## src/rtl/series_pkg.sv

```systemverilog
// Shared constants and constant functions for the series-term controller and datapath.
// Pass count and counter widths come from the helpers below.
package series_pkg;

    typedef enum logic [1:0] {
        ST_IDLE = 2'd0,
        ST_RUN  = 2'd1,
        ST_DONE = 2'd2,
        ST_ERR  = 2'd3
    } state_t;

    function automatic int ceil_div(input int num, input int den);
        return (num + den - 1) / den;
    endfunction

    function automatic int clog2(input int val);
        int r;
        int x;
        r = 0;
        x = val - 1;
        while (x > 0) begin
            r = r + 1;
            x = x >> 1;
        end
        return r;
    endfunction

    function automatic int max_int(input int a, input int b);
        return (a > b) ? a : b;
    endfunction

endpackage

```

## src/rtl/series_seq_controller_if.sv

```systemverilog
// Request/result handshake and datapath control bundle of the series sequencer.
// slave = controller side, master = requester/datapath side.
interface series_seq_controller_if #(
    parameter int STAGES = 3,
    parameter int PW     = 2
);
    logic              start;
    logic              abort;
    logic              overflow_in;
    logic              out_ready;
    logic              ready;
    logic              sel_load;
    logic [STAGES-1:0] term_en;
    logic [PW-1:0]     pass_idx;
    logic              last_pass;
    logic              out_valid;
    logic              error;
    logic              busy;

    modport master (
        output start, abort, overflow_in, out_ready,
        input  ready, sel_load, term_en, pass_idx, last_pass, out_valid, error, busy
    );

    modport slave (
        input  start, abort, overflow_in, out_ready,
        output ready, sel_load, term_en, pass_idx, last_pass, out_valid, error, busy
    );
endinterface

```

## src/rtl/series_pass_counter.sv

```systemverilog
// Nested stage/pass counter; clr has priority over en; holds at the final stage of the final pass.
// Latency: registered counts, last_* flags decode the current count combinationally.
module series_pass_counter #(
    parameter int STAGES = 3,
    parameter int PASSES = 3,
    parameter int SW     = 2,
    parameter int PW     = 2
) (
    input  logic          clk,
    input  logic          rst,
    input  logic          i_clr,
    input  logic          i_en,
    output logic [PW-1:0] o_pass_cnt,
    output logic          o_last_stage,
    output logic          o_last_pass
);
    logic [SW-1:0] r_stage_cnt;
    logic [PW-1:0] r_pass_cnt;

    assign o_last_stage = (r_stage_cnt == SW'(STAGES - 1));
    assign o_last_pass  = (r_pass_cnt == PW'(PASSES - 1));
    assign o_pass_cnt   = r_pass_cnt;

    always_ff @(posedge clk) begin
        if (!rst || i_clr) begin
            r_stage_cnt <= '0;
            r_pass_cnt  <= '0;
        end else if (i_en && !o_last_stage) begin
            r_stage_cnt <= r_stage_cnt + SW'(1);
        end else if (i_en && !o_last_pass) begin
            r_stage_cnt <= '0;
            r_pass_cnt  <= r_pass_cnt + PW'(1);
        end
    end
endmodule

```

## src/rtl/series_seq_controller.sv

```systemverilog
// Sequences ceil(N_TERMS/STAGES) recirculation passes; result valid PASSES*STAGES+1 cycles after accept.
// Result held until out_ready; accept of the next request may coincide with the result handshake.
module series_seq_controller
    import series_pkg::*;
#(
    parameter int N_TERMS = 7,
    parameter int STAGES  = 3
) (
    input  logic clk,
    input  logic rst,
    series_seq_controller_if.slave bus
);
    localparam int PASSES = ceil_div(N_TERMS, STAGES);
    localparam int PW     = max_int(1, clog2(PASSES));
    localparam int SW     = max_int(1, clog2(STAGES));

    state_t            r_state;
    logic              r_out_valid;
    logic              r_error;
    logic              r_busy;
    logic              w_ready;
    logic              w_accept;
    logic [PW-1:0]     w_pass_cnt;
    logic              w_last_stage;
    logic              w_last_pass;
    logic [STAGES-1:0] w_term_en;

    assign w_ready  = !bus.abort && ((r_state == ST_IDLE) ||
                      (((r_state == ST_DONE) || (r_state == ST_ERR)) && bus.out_ready));
    assign w_accept = w_ready && bus.start;

    // Counters are held at zero outside RUN so every new request starts from pass 0.
    series_pass_counter #(
        .STAGES (STAGES),
        .PASSES (PASSES),
        .SW     (SW),
        .PW     (PW)
    ) u_pass_counter (
        .clk          (clk),
        .rst          (rst),
        .i_clr        ((r_state != ST_RUN) || bus.abort),
        .i_en         (r_state == ST_RUN),
        .o_pass_cnt   (w_pass_cnt),
        .o_last_stage (w_last_stage),
        .o_last_pass  (w_last_pass)
    );

    always_comb begin
        w_term_en = '0;
        for (int i = 0; i < STAGES; i++) begin
            w_term_en[i] = r_busy && ((int'(w_pass_cnt) * STAGES + i) < N_TERMS);
        end
    end

    always_ff @(posedge clk) begin
        if (!rst || bus.abort) begin
            r_state     <= ST_IDLE;
            r_out_valid <= 1'b0;
            r_error     <= 1'b0;
            r_busy      <= 1'b0;
        end else begin
            case (r_state)
                ST_IDLE: begin
                    if (w_accept) begin
                        r_state <= ST_RUN;
                        r_busy  <= 1'b1;
                    end
                end
                ST_RUN: begin
                    // Overflow on the final cycle still reports an error.
                    if (bus.overflow_in) begin
                        r_state     <= ST_ERR;
                        r_busy      <= 1'b0;
                        r_out_valid <= 1'b1;
                        r_error     <= 1'b1;
                    end else if (w_last_stage && w_last_pass) begin
                        r_state     <= ST_DONE;
                        r_busy      <= 1'b0;
                        r_out_valid <= 1'b1;
                        r_error     <= 1'b0;
                    end
                end
                default: begin
                    if (bus.out_ready) begin
                        r_out_valid <= 1'b0;
                        r_error     <= 1'b0;
                        if (bus.start) begin
                            r_state <= ST_RUN;
                            r_busy  <= 1'b1;
                        end else begin
                            r_state <= ST_IDLE;
                        end
                    end
                end
            endcase
        end
    end

    assign bus.ready     = w_ready;
    assign bus.sel_load  = w_accept;
    assign bus.term_en   = w_term_en;
    assign bus.pass_idx  = w_pass_cnt;
    assign bus.last_pass = r_busy && w_last_pass;
    assign bus.out_valid = r_out_valid;
    assign bus.error     = r_error;
    assign bus.busy      = r_busy;
endmodule

```

## src/flat_wrapper.sv

```systemverilog
// flat-port wrapper written by rule: the top's interface ports become plain ports
module series_seq_controller_flat import series_pkg::*;
#(
    parameter int N_TERMS = 7,
    parameter int STAGES  = 3
)
  (clk, rst, bus_start, bus_abort, bus_overflow_in, bus_out_ready, bus_ready, bus_sel_load, bus_term_en, bus_pass_idx, bus_last_pass, bus_out_valid, bus_error, bus_busy);
  series_seq_controller_if #(.STAGES(STAGES)) bus_i ();
  input  logic clk;
  input  logic rst;
  input wire logic [$bits(bus_i.start)-1:0] bus_start;
  input wire logic [$bits(bus_i.abort)-1:0] bus_abort;
  input wire logic [$bits(bus_i.overflow_in)-1:0] bus_overflow_in;
  input wire logic [$bits(bus_i.out_ready)-1:0] bus_out_ready;
  output wire logic [$bits(bus_i.ready)-1:0] bus_ready;
  output wire logic [$bits(bus_i.sel_load)-1:0] bus_sel_load;
  output wire logic [$bits(bus_i.term_en)-1:0] bus_term_en;
  output wire logic [$bits(bus_i.pass_idx)-1:0] bus_pass_idx;
  output wire logic [$bits(bus_i.last_pass)-1:0] bus_last_pass;
  output wire logic [$bits(bus_i.out_valid)-1:0] bus_out_valid;
  output wire logic [$bits(bus_i.error)-1:0] bus_error;
  output wire logic [$bits(bus_i.busy)-1:0] bus_busy;
  assign bus_i.start = bus_start;
  assign bus_i.abort = bus_abort;
  assign bus_i.overflow_in = bus_overflow_in;
  assign bus_i.out_ready = bus_out_ready;
  assign bus_ready = bus_i.ready;
  assign bus_sel_load = bus_i.sel_load;
  assign bus_term_en = bus_i.term_en;
  assign bus_pass_idx = bus_i.pass_idx;
  assign bus_last_pass = bus_i.last_pass;
  assign bus_out_valid = bus_i.out_valid;
  assign bus_error = bus_i.error;
  assign bus_busy = bus_i.busy;
  series_seq_controller #(.N_TERMS(N_TERMS), .STAGES(STAGES)) u_core (.clk(clk), .rst(rst), .bus(bus_i));
endmodule
```

## config.mk

```make
export PLATFORM = sky130hd
export DESIGN_NAME = series_seq_controller_flat
export DESIGN_NICKNAME = d
export VERILOG_FILES = /design/src/rtl/series_pkg.sv /design/src/rtl/series_seq_controller_if.sv /design/src/rtl/series_pass_counter.sv /design/src/rtl/series_seq_controller.sv /design/src/flat_wrapper.sv
export SDC_FILE = /design/constraint.sdc
export NUM_CORES = 1
export LEC_CHECK = 0
export ABC_AREA = 1
export BUFFER_PORTS_ARGS = -buffer_cell sky130_fd_sc_hd__buf_4
export CORE_AREA = 2 2 41 43
export CTS_CLUSTER_DIAMETER = 120
export DETAILED_ROUTE_END_ITERATION = 8
export DIE_AREA = 0 0 43 45
export GPL_ROUTABILITY_DRIVEN = 0
export PLACE_DENSITY = 0.78
export SLEW_MARGIN = 5
export SYNTH_ARGS = -nofsm -noshare
export SYNTH_HDL_FRONTEND = slang
export SYNTH_HIERARCHICAL = 1
export SYNTH_SLANG_ARGS = --single-unit
```

## constraint.sdc

```tcl
create_clock -name clk -period 1.9 [get_ports clk]
set_clock_uncertainty 0.2 [all_clocks]
set_input_delay 0.19 -clock clk [delete_from_list [all_inputs] [get_ports clk]]
set_output_delay 0.19 -clock clk [all_outputs]
set_load 0.05 [all_outputs]
```

Word level (Yosys, flattened, before mapping)
Cells that the tools add are included.
- word-level logic and storage cells: 72
- output and inout bits: 11
- bits of input ports: 6
- bits in registers: 9
- eq/ne operators: 8
- multiply operators: 1
- muxes and demuxes: 20
- order comparisons: 3
- bitwise gates (word level): 2
- $add $sub $neg: 4
- reductions and logical operators: 28
- operator list (cell ; count):
    $lt A32 B4 Y1 const B ; 3
    $add A32 B2 Y32 const B ; 1
    $add A32 B3 Y32 const B ; 1
    $mux W2 ; 6
    $logic_and A1 B1 Y1 ; 10
    $mux W1 ; 10
    $eq A2 B2 Y1 const B ; 4
    $pmux W1 S2 ; 3
    $reduce_and A3 Y1 ; 2
    $reduce_bool A3 Y1 ; 2
    $logic_or A1 B1 Y1 ; 5
    $add A2 B1 Y2 const B ; 2
    $logic_not A1 Y1 ; 4
    $mul A2 B2 Y4 const B ; 1
    $pmux W2 S2 ; 1
    $reduce_and A4 Y1 ; 1
    $reduce_bool A2 Y1 ; 2
    $ne A3 B2 Y1 const B ; 1
    $eq A2 B1 Y1 const B ; 1
    $logic_not A2 Y1 ; 1
    $ne A2 B1 Y1 const B ; 1
    $ne A2 B2 Y1 const B ; 1
    $not A1 Y1 ; 2
    $reduce_and A2 Y1 ; 1

Depth between registers and ports, before layout
Gate-level depths: netlist of the first run.
- depth in word-level cells: 8
- gate-level depth with buffers: 9
- gate-level depth less buffers: 9

Hierarchy
The synthesis of the first run kept the hierarchy.
- modules (own cells, without submodules) (module ; cells each ; sequential area each (um^2) ; area an instance (um^2) ; times used):
    series_seq_controller ; 63 ; 100.1 ; 414.1 ; 1
    series_pass_counter ; 35 ; 80.1 ; 224.0 ; 1

Worst setup path after synthesis of the first run
OpenSTA, ideal clock, no wires.
- path kind: register to output
- start point: register u_core.u_pass_counter.r_pass_cnt[1], in the netlist u_core/u_pass_counter/o_pass_cnt[1]
- end point: output port bus_term_en[2]
- path buffers: 0
- cell stages (with the launch flop): 6
- arrival time: 1.834 ns
- setup slack: -0.324 ns
- data required time: 1.510 ns
- path through: dfxtp_1 -> ha_1 -> inv_1 -> ha_1 -> nor2_1 -> o211a_1
- word-level cells in the longest chain between the ends: 4
- ends and longest elaborated chain (item ; RTL line ; source):
    from (decl) ; series_pass_counter.sv:18 ; logic [PW-1:0] r_pass_cnt;
    from (signal assigned) ; series_pass_counter.sv:32 ; r_pass_cnt <= r_pass_cnt + PW'(1);
    $mul A2 B2 Y4 ; series_seq_controller.sv:51 ; w_term_en[i] = r_busy && ((int'(w_pass_cnt) * STAGES + i) < N_TERMS);
    $add A32 B3 Y32 ; series_seq_controller.sv:51 ;
    $lt A32 B4 Y1 ; series_seq_controller.sv:51 ;
    $logic_and A1 B1 Y1 ; series_seq_controller.sv:51 ;
    to (decl) ; flat_wrapper.sv:17 ; output wire logic [$bits(bus_i.term_en)-1:0] bus_term_en;
Every way passes these cells.

Final worst setup path of the first run
- start point: register u_core.u_pass_counter.r_pass_cnt[0], in the netlist u_core/u_pass_counter/o_pass_cnt[0]
- end point: output port bus_term_en[2]
Same word-level chain as after synthesis.

==> out/metrics.cfg, run 1 <==
[clocking]
cts_tree = built
cts.sink_count = 9
cts_root_buf = clkbuf_4
clk_path_buf_depth = 2
cts_buffers = 3
clk_latency_ns = 0.26
h-tree-depth = 1
clkSlewWorstSetupHoldPaths_ns = 0.06

[placement]
dp_hpwl_um = 1049
place_area_um2 = 788.3
portBuffers = 16
pre_cts_ws_ns = 0.1073

[critical_path]
r2r-start = u_core/u_pass_counter/o_pass_cnt[0]$_SDFFE_PP0P_
path_cells = inv_4 > ha_4 > inv_2 > ha_4 > nor2_4 > o211a_4 > buf_8
worstReg2RegEnd = u_core/bus.busy$_SDFFE_PP0P_
path_depth = 7
cp_top_family = flip-flops
required_ns = 1.51
crit_type = reg -> out
reg2reg_slack_ns = 0.25
max_stage_delay_ns = 0.38
cp_slowest_cell = dfxtp_4
worstPathArrival_ns = 1.48
crit_path_start_kind = flip-flop
cp-startpoint = u_core/u_pass_counter/o_pass_cnt[0]$_SDFFE_PP0P_
cp_max_fo = 4
cp-end-kind = output port
reg2reg_depth = 10
cp_num_buf_inv = 3
endpoint = bus_term_en[2]
crit_top_cell = ha_4

[logic_synthesis]
ys.flop_type = dfxtp_1
yosysMostFrequentCell = inv_1
synth_top_area_cell = dfxtp_1
synth_cells = 98
ys_ff_latch = 9
syn_avg_cell_area_um2 = 6.511
yosysWarnings = 6
synthTopCellsByCount = 25 x inv_1, 21 x nand2_1, 10 x nor2_1
yosysTopAreaCellShare = 0.2824
synthesis.nets = 111
synth_edf_count = 0
async_flop_share = 0
ys_top_cells_by_area = dfxtp_1 28%, inv_1 15%, ha_1 14%
syn-cell-area_um2 = 638.1
yosys.cell_types.count = 16
yosysSeqAreaShare = 0.2824

[detailed_routing]
vias = 661
wl_per_cell_um = 9.971
routed_wl_um = 1386
vias_per_cell = 4.755
firstDrtPassIters = 4
first_iter_violations = 10
drc_errors = 0
final_antenna_net_count = 0

[power_and_ir_drop]
p_comb_frac = 0.227
peakVddDrop_v = 0.0004353
pwr-share-clk = 0.340
swShare = 0.3112
p_per_area_nw_per_um2 = 477.5
total_leakage_power_nw = 0.4535
p_seq_frac = 0.433
p_switching_w = 0.0001385
p_int_w = 0.0003066

[floorplanning]
chipWidth_um = 43
die-area_um2 = 1935
start_util = 0.4337
fp-row-count = 14
die_h_um = 45
ios = 17
core_region_area_um2 = 1471

[timing]
tns_ns = 0
setup_viol_count_final = 0
fmax_mhz = 534.2
hold_slack_ns = 0.02333
tightestPinTransition_ns = 0.2388
finalHoldViolations = 0
fin_crit_ns = 1.872
slew_viol_final = 0
rsz0062_at_grt = true
worst_slack_ns = 0.02792
slew_headroom = 0.8402
fin_crit_sh = 0.9853

[finish]
nets = 137
area_growth_pct = 46.08
postLayoutCoreUtil = 0.6335
diodes = 0
drive_gt1_frac = 0.3577
fillerInstances = 125
fin_area_um2 = 932.1

[global_routing]
first_global_vias = 593
grt_pass1_wl_um = 2270
antenna_found_initial = 0
overflow = 0
grt_use_total = 0.1582
grt_max_degree = 9

[min_path]
hp-class = in -> reg

[run]
drv_cap = 0

[run_status]
status = complete, no violations

==> stage by stage <==
stage	power, W	cells
after detailed placement	0.0002961	130
after CTS	0.0004538	138
final	0.0004451	139
after global placement	0.0002940	130
after floorplan	0.0002673	98
after global routing	0.0004720	139
==> sequential cells by signal, summed over array words and instances (netlist names) <==
signal                             flops
u_core/bus.out_valid                   1
u_core/r_state                         2
u_core/bus.busy                        1
u_core/bus.error                       1
u_core/u_pass_counter/r_stage_cnt      2
u_core/u_pass_counter/o_pass_cnt       2
==> per-layer routing <==
metal,track usage,up-vias,share of wire
li1,-,346,-
met1,0.1691,298,0.39
met2,0.2970,15,0.55
met3,0.03600,2,0.044
met4,0.07273,0,0.013
met5,0,-,0
==> cell families (layout without fill, tap and decap cells) <==
group                    Yosys count  count (layout)  synth area share
AND/OR/NAND/NOR                   46              46            0.3294
buffers and inverters             26              51            0.1529
adder cells (fa/ha/maj)            7               7            0.1372
flip-flops                         9               9            0.2823
AO/OA/AOI/OAI                     10              10           0.09804
==> layout by cell type (no fill, tap or decap), drive strengths merged <==
cell type,Yosys,layout
dlygate4sd3,0,1
nor2,12,12
o21ai,2,2
nand3,9,9
ha,7,7
or2,1,1
clkbuf,0,4
o211a,1,1
dfxtp,9,9
nand4,1,1
nand2,23,23
a21oi,7,7
inv,26,26
buf,0,20
==> timing repair <==
item | in CTS | in global routing
setup buffers | 3 | 1
gates resized for setup | 14 | 3
setup endpoints to repair | 1 | 1
hold endpoints to repair | 1 | 0
hold buffers | 1 | 0
pin swaps | 2 | 4
==> area by class of cell <==
type	instances	area, um2	share of cell area
Tap cell	16	20.02	0.02148
Multi-Input combinational cell	63	430.4	0.4617
Sequential cell	9	187.7	0.2013
Inverter	26	100.1	0.1074
Clock buffer	4	26.28	0.02819
Timing Repair Buffer	21	167.7	0.1799
==> worst min-delay path by stage <==
| stage | from | to | slack (ns) | depth (start not counted) |
|---|---|---|---|---|
| 6_report | rst | u_core/bus.busy$_SDFFE_PP0P_ | 0.02 | 3 |
| 3_5_place_dp | u_core/bus.error$_SDFFE_PP0P_ | u_core/bus.error$_SDFFE_PP0P_ | 0.26 | 2 |
| 5_1_grt | rst | u_core/bus.busy$_SDFFE_PP0P_ | 0.03 | 3 |
| 2_1_floorplan | bus_overflow_in | u_core/bus.error$_SDFFE_PP0P_ | 0.14 | 2 |
| 3_3_place_gp | u_core/bus.error$_SDFFE_PP0P_ | u_core/bus.error$_SDFFE_PP0P_ | 0.25 | 2 |
| 4_1_cts | rst | u_core/bus.busy$_SDFFE_PP0P_ | 0.02 | 3 |
==> tightest hold or removal path: stages <==
cell	delay (ns)
buf_4	0.12
nand3_1	0.10
a21oi_2	0.04
==> power groups by stage <==
stage / combinational (W) / sequential [W] / clock [W]
CTS: 0.000101 / 0.000193 / 0.000160
detailed placement: 0.0000963 / 0.000200 / 0
global route: 0.000109 / 0.000193 / 0.000170
finish: 0.000101 / 0.000193 / 0.000151
floorplan: 0.0000611 / 0.000206 / 0
global placement: 0.0000944 / 0.000200 / 0
No activity file was read; power rests on OpenSTA's default activity.
==> inputs of run 2 (changes only) <==
Settings changed: CORE_AREA 2 2 41 43 to 2 2 39 41, DIE_AREA 0 0 43 45 to 0 0 41 43, PLACE_DENSITY 0.78 to 0.79, SYNTH_HIERARCHICAL 1 to default.
==> run 2 against run 1 <==
Against the previous run: largest power group unchanged; sequential share of layout area grew 0.84 points; count of clock-buffer cells in the layout did not move; fmax decreased by 5.5%; power fell by 4.7%; clock power hardly changed; core utilization is 1.3 points higher; via count decreased by 12%; the flow now finishes with violations (negative setup slack); register-to-register slack gained 0.05 ns; final cell count is 13% lower.
==> out/metrics.cfg, run 2 <==
[run]
drv_cap = 0  ; unchanged

[clocking]
cts_tree = built  ; unchanged
cts.sink_count = 9  ; unchanged
clk_latency_ns = 0.27  ; was 0.26 ns
h-tree-depth = 1  ; unchanged
clkSlewWorstSetupHoldPaths_ns = 0.06  ; about the same
cts_buffers = 3  ; unchanged
clk_path_buf_depth = 2  ; unchanged
cts_root_buf = clkbuf_4  ; unchanged

[floorplanning]
ios = 17  ; unchanged
start_util = 0.4141  ; was 0.4337
core_region_area_um2 = 1384  ; was 1471 um2
chipWidth_um = 41  ; was 43 um
die-area_um2 = 1763  ; was 1935 um2
die_h_um = 43  ; was 45 um
fp-row-count = 14  ; unchanged

[run_status]
status = finished with violations  ; was complete, no violations
violations = negative setup slack

[logic_synthesis]
ys_top_cells_by_area = dfxtp_1 31%, ha_1 13%, inv_1 12%  ; was dfxtp_1 28%, inv_1 15%, ha_1 14%
synthTopCellsByCount = 19 x inv_1, 12 x nand2_1, 9 x a21oi_1, 9 x dfxtp_1, 6 x ha_1  ; was 25 x inv_1, 21 x nand2_1, 10 x nor2_1
yosys.cell_types.count = 18  ; was 16
synth_edf_count = 0  ; unchanged
syn-cell-area_um2 = 573.1  ; was 638.1 um2
async_flop_share = 0  ; unchanged
syn_avg_cell_area_um2 = 7.163  ; was 6.511 um2
ys.flop_type = dfxtp_1  ; unchanged
synthesis.nets = 92  ; was 111
synth_cells = 80  ; was 98
yosysSeqAreaShare = 0.3144  ; was 0.2824
yosysWarnings = 0  ; was 6
yosysTopAreaCellShare = 0.3144  ; was 0.2824
synth_top_area_cell = dfxtp_1  ; unchanged
yosysMostFrequentCell = inv_1  ; unchanged
ys_ff_latch = 9  ; unchanged

[global_routing]
overflow = 0  ; unchanged
first_global_vias = 565  ; was 593
grt_use_total = 0.1927  ; was 0.1582
grt_max_degree = 6  ; was 9
antenna_found_initial = 0  ; unchanged
grt_pass1_wl_um = 2249  ; was 2270 um

[detailed_routing]
firstDrtPassIters = 4  ; unchanged
routed_wl_um = 1369  ; was 1386 um
vias = 583  ; was 661
drc_errors = 0  ; unchanged
final_antenna_net_count = 0  ; unchanged
vias_per_cell = 4.818  ; was 4.755
wl_per_cell_um = 11.31  ; was 9.971 um
first_iter_violations = 17  ; was 10

[power_and_ir_drop]
peakVddDrop_v = 0.0004130  ; was 0.0004353 V
total_leakage_power_nw = 0.4051  ; was 0.4535 nW
p_per_area_nw_per_um2 = 474.2  ; was 477.5 nW/um2

[finish]
nets = 118  ; was 137
multiInputGateArea_um2 = 411.6  ; was 430.4 um2
diodes = 0  ; unchanged
layout_common_cells = 18 x buf_4, 16 x inv_1, 12 x nand2_1  ; was 22 x inv_1, 21 x nand2_1, 19 x buf_4
fillerInstances = 116  ; was 125
ff_latch_area_um2 = 187.7  ; unchanged
final_common_cell = buf_4  ; was inv_1
drive_gt1_frac = 0.4286  ; was 0.3577
area_growth_pct = 56.11  ; was 46.08%

[timing]
worst_slack_ns = -0.08088  ; was 0.02792 ns
tightestPinTransition_ns = 0.2342  ; was 0.2388 ns
finalHoldViolations = 0  ; unchanged
hold_slack_ns = 0.01951  ; was 0.02333 ns
setup_viol_count_final = 1  ; was 0
fmax_mhz = 504.8  ; was 534.2 MHz
slew_viol_final = 0  ; unchanged
rsz0062_at_grt = true  ; unchanged
slew_headroom = 0.8438  ; was 0.8402
fin_crit_sh = 1.043  ; was 0.9853
fin_crit_ns = 1.981  ; was 1.872 ns
tns_ns = -0.08088  ; was 0 ns

[critical_path]
cp-end-kind = output port  ; unchanged
path_cells = inv_4 > ha_4 > inv_4 > ha_4 > a21oi_4 > o31ai_4 > nor2_4 > buf_8  ; was inv_4 > ha_4 > inv_2 > ha_4 > nor2_4 > o211a_4 > buf_8
cp_max_fo = 4  ; unchanged
cp_slowest_cell = dfxtp_4  ; unchanged
required_ns = 1.51  ; about the same
crit_path_start_kind = flip-flop  ; unchanged
crit_type = reg -> out  ; unchanged
max_stage_delay_ns = 0.39  ; was 0.38 ns
worstPathArrival_ns = 1.59  ; was 1.48 ns

[min_path]
hp-class = in -> reg  ; unchanged

[placement]
portBuffers = 16  ; unchanged
dp_hpwl_um = 992.7  ; was 1049 um
pre_cts_ws_ns = 0.03155  ; was 0.1073 ns

[run 2: changes by cell type after synthesis, moves of 4 or more]
cell	delta
inv_1	-6
a21oi_1	+4
nor2_1	-7
nand2_1	-9
nand3_1	-4
[run 2: kinds of logic after synthesis]
group | count (synthesis) | synth area share
AO/OA/AOI/OAI | 17 | 0.1703
adder cells (fa/ha/maj) | 6 | 0.1310
AND/OR/NAND/NOR | 29 | 0.2598
flip-flops | 9 | 0.3144
buffers and inverters | 19 | 0.1245
[run 2: timing repair]
item / 4_1_cts / 5_1_grt
gates resized for setup: 18 / 3
pin swaps: 5 / 3
setup buffers: 3 / 0
hold buffers: 2 / 0
endpoints found under the setup margin: 1 / 2
hold endpoints to repair: 2 / 0
gates cloned: 0 / 0
[run 2: critical path, delay by kind of cell, from the launching register on]
| kind | cells | cell delay [ns] |
|---|---|---|
| buffers and inverters | 3 | 0.24 |
| and+or+nand+nor | 1 | 0.10 |
| AOI/OAI and AO/OA | 2 | 0.24 |
| adders and majority gates | 2 | 0.34 |
| DFF | 1 | 0.39 |
[run 2: area by class of cell]
cell class              instances  area share
multi-input cells              52      0.4601
flip-flops and latches          9      0.2098
repair buffers                 21      0.1902
inverters                      19     0.08811
clock buffers                   4     0.02937
well taps                      16     0.02238
[run 2: worst paths after layout]
check	to	slack, ns	start	depth (start not counted)
worst max-delay path	bus_term_en[2]	-0.08	u_core.u_pass_counter.o_pass_cnt[0]$_SDFFE_PP0P_	8
worst max register to register	u_core.bus.out_valid$_SDFFE_PP0P_	0.30	u_core.u_pass_counter.o_pass_cnt[0]$_SDFFE_PP0P_	10
worst min register to register	u_core.u_pass_counter.r_stage_cnt[0]$_SDFFE_PP0P_	0.23	u_core.u_pass_counter.r_stage_cnt[0]$_SDFFE_PP0P_	1
worst min-delay path	u_core.r_state[1]$_SDFFE_PP0P_	0.02	bus_out_ready	4
[run 2: stage by stage]
| step | cells | power [W] | area [um2] | util |
|---|---|---|---|---|
| detailed placement | 112 | 0.0002730 | 728.2 | 0.5262 |
| floorplan | 80 | 0.0002475 | 588.1 | - |
| finish | 121 | 0.0004242 | 894.6 | 0.6465 |
| CTS | 121 | 0.0004244 | 885.9 | 0.6401 |
| global placement | 112 | 0.0002719 | 728.2 | 0.5262 |
| global route | 121 | 0.0004434 | 894.6 | 0.6465 |
[run 2: metal layers]
layer	global-route usage	vias up	routed length, um
met5	0	-	0
met4	0.08000	0	26
met3	0.04712	2	65
met2	0.3406	14	744
met1	0.1993	259	533
li1	-	308	-
[run 2: power breakdown]
part | switching (W) | internal [W]
Clock | 0.0000722 | 0.0000813
Sequential | 0.00000268 | 0.000189
Combinational | 0.0000497 | 0.0000297
Total | 0.000125 | 0.000300
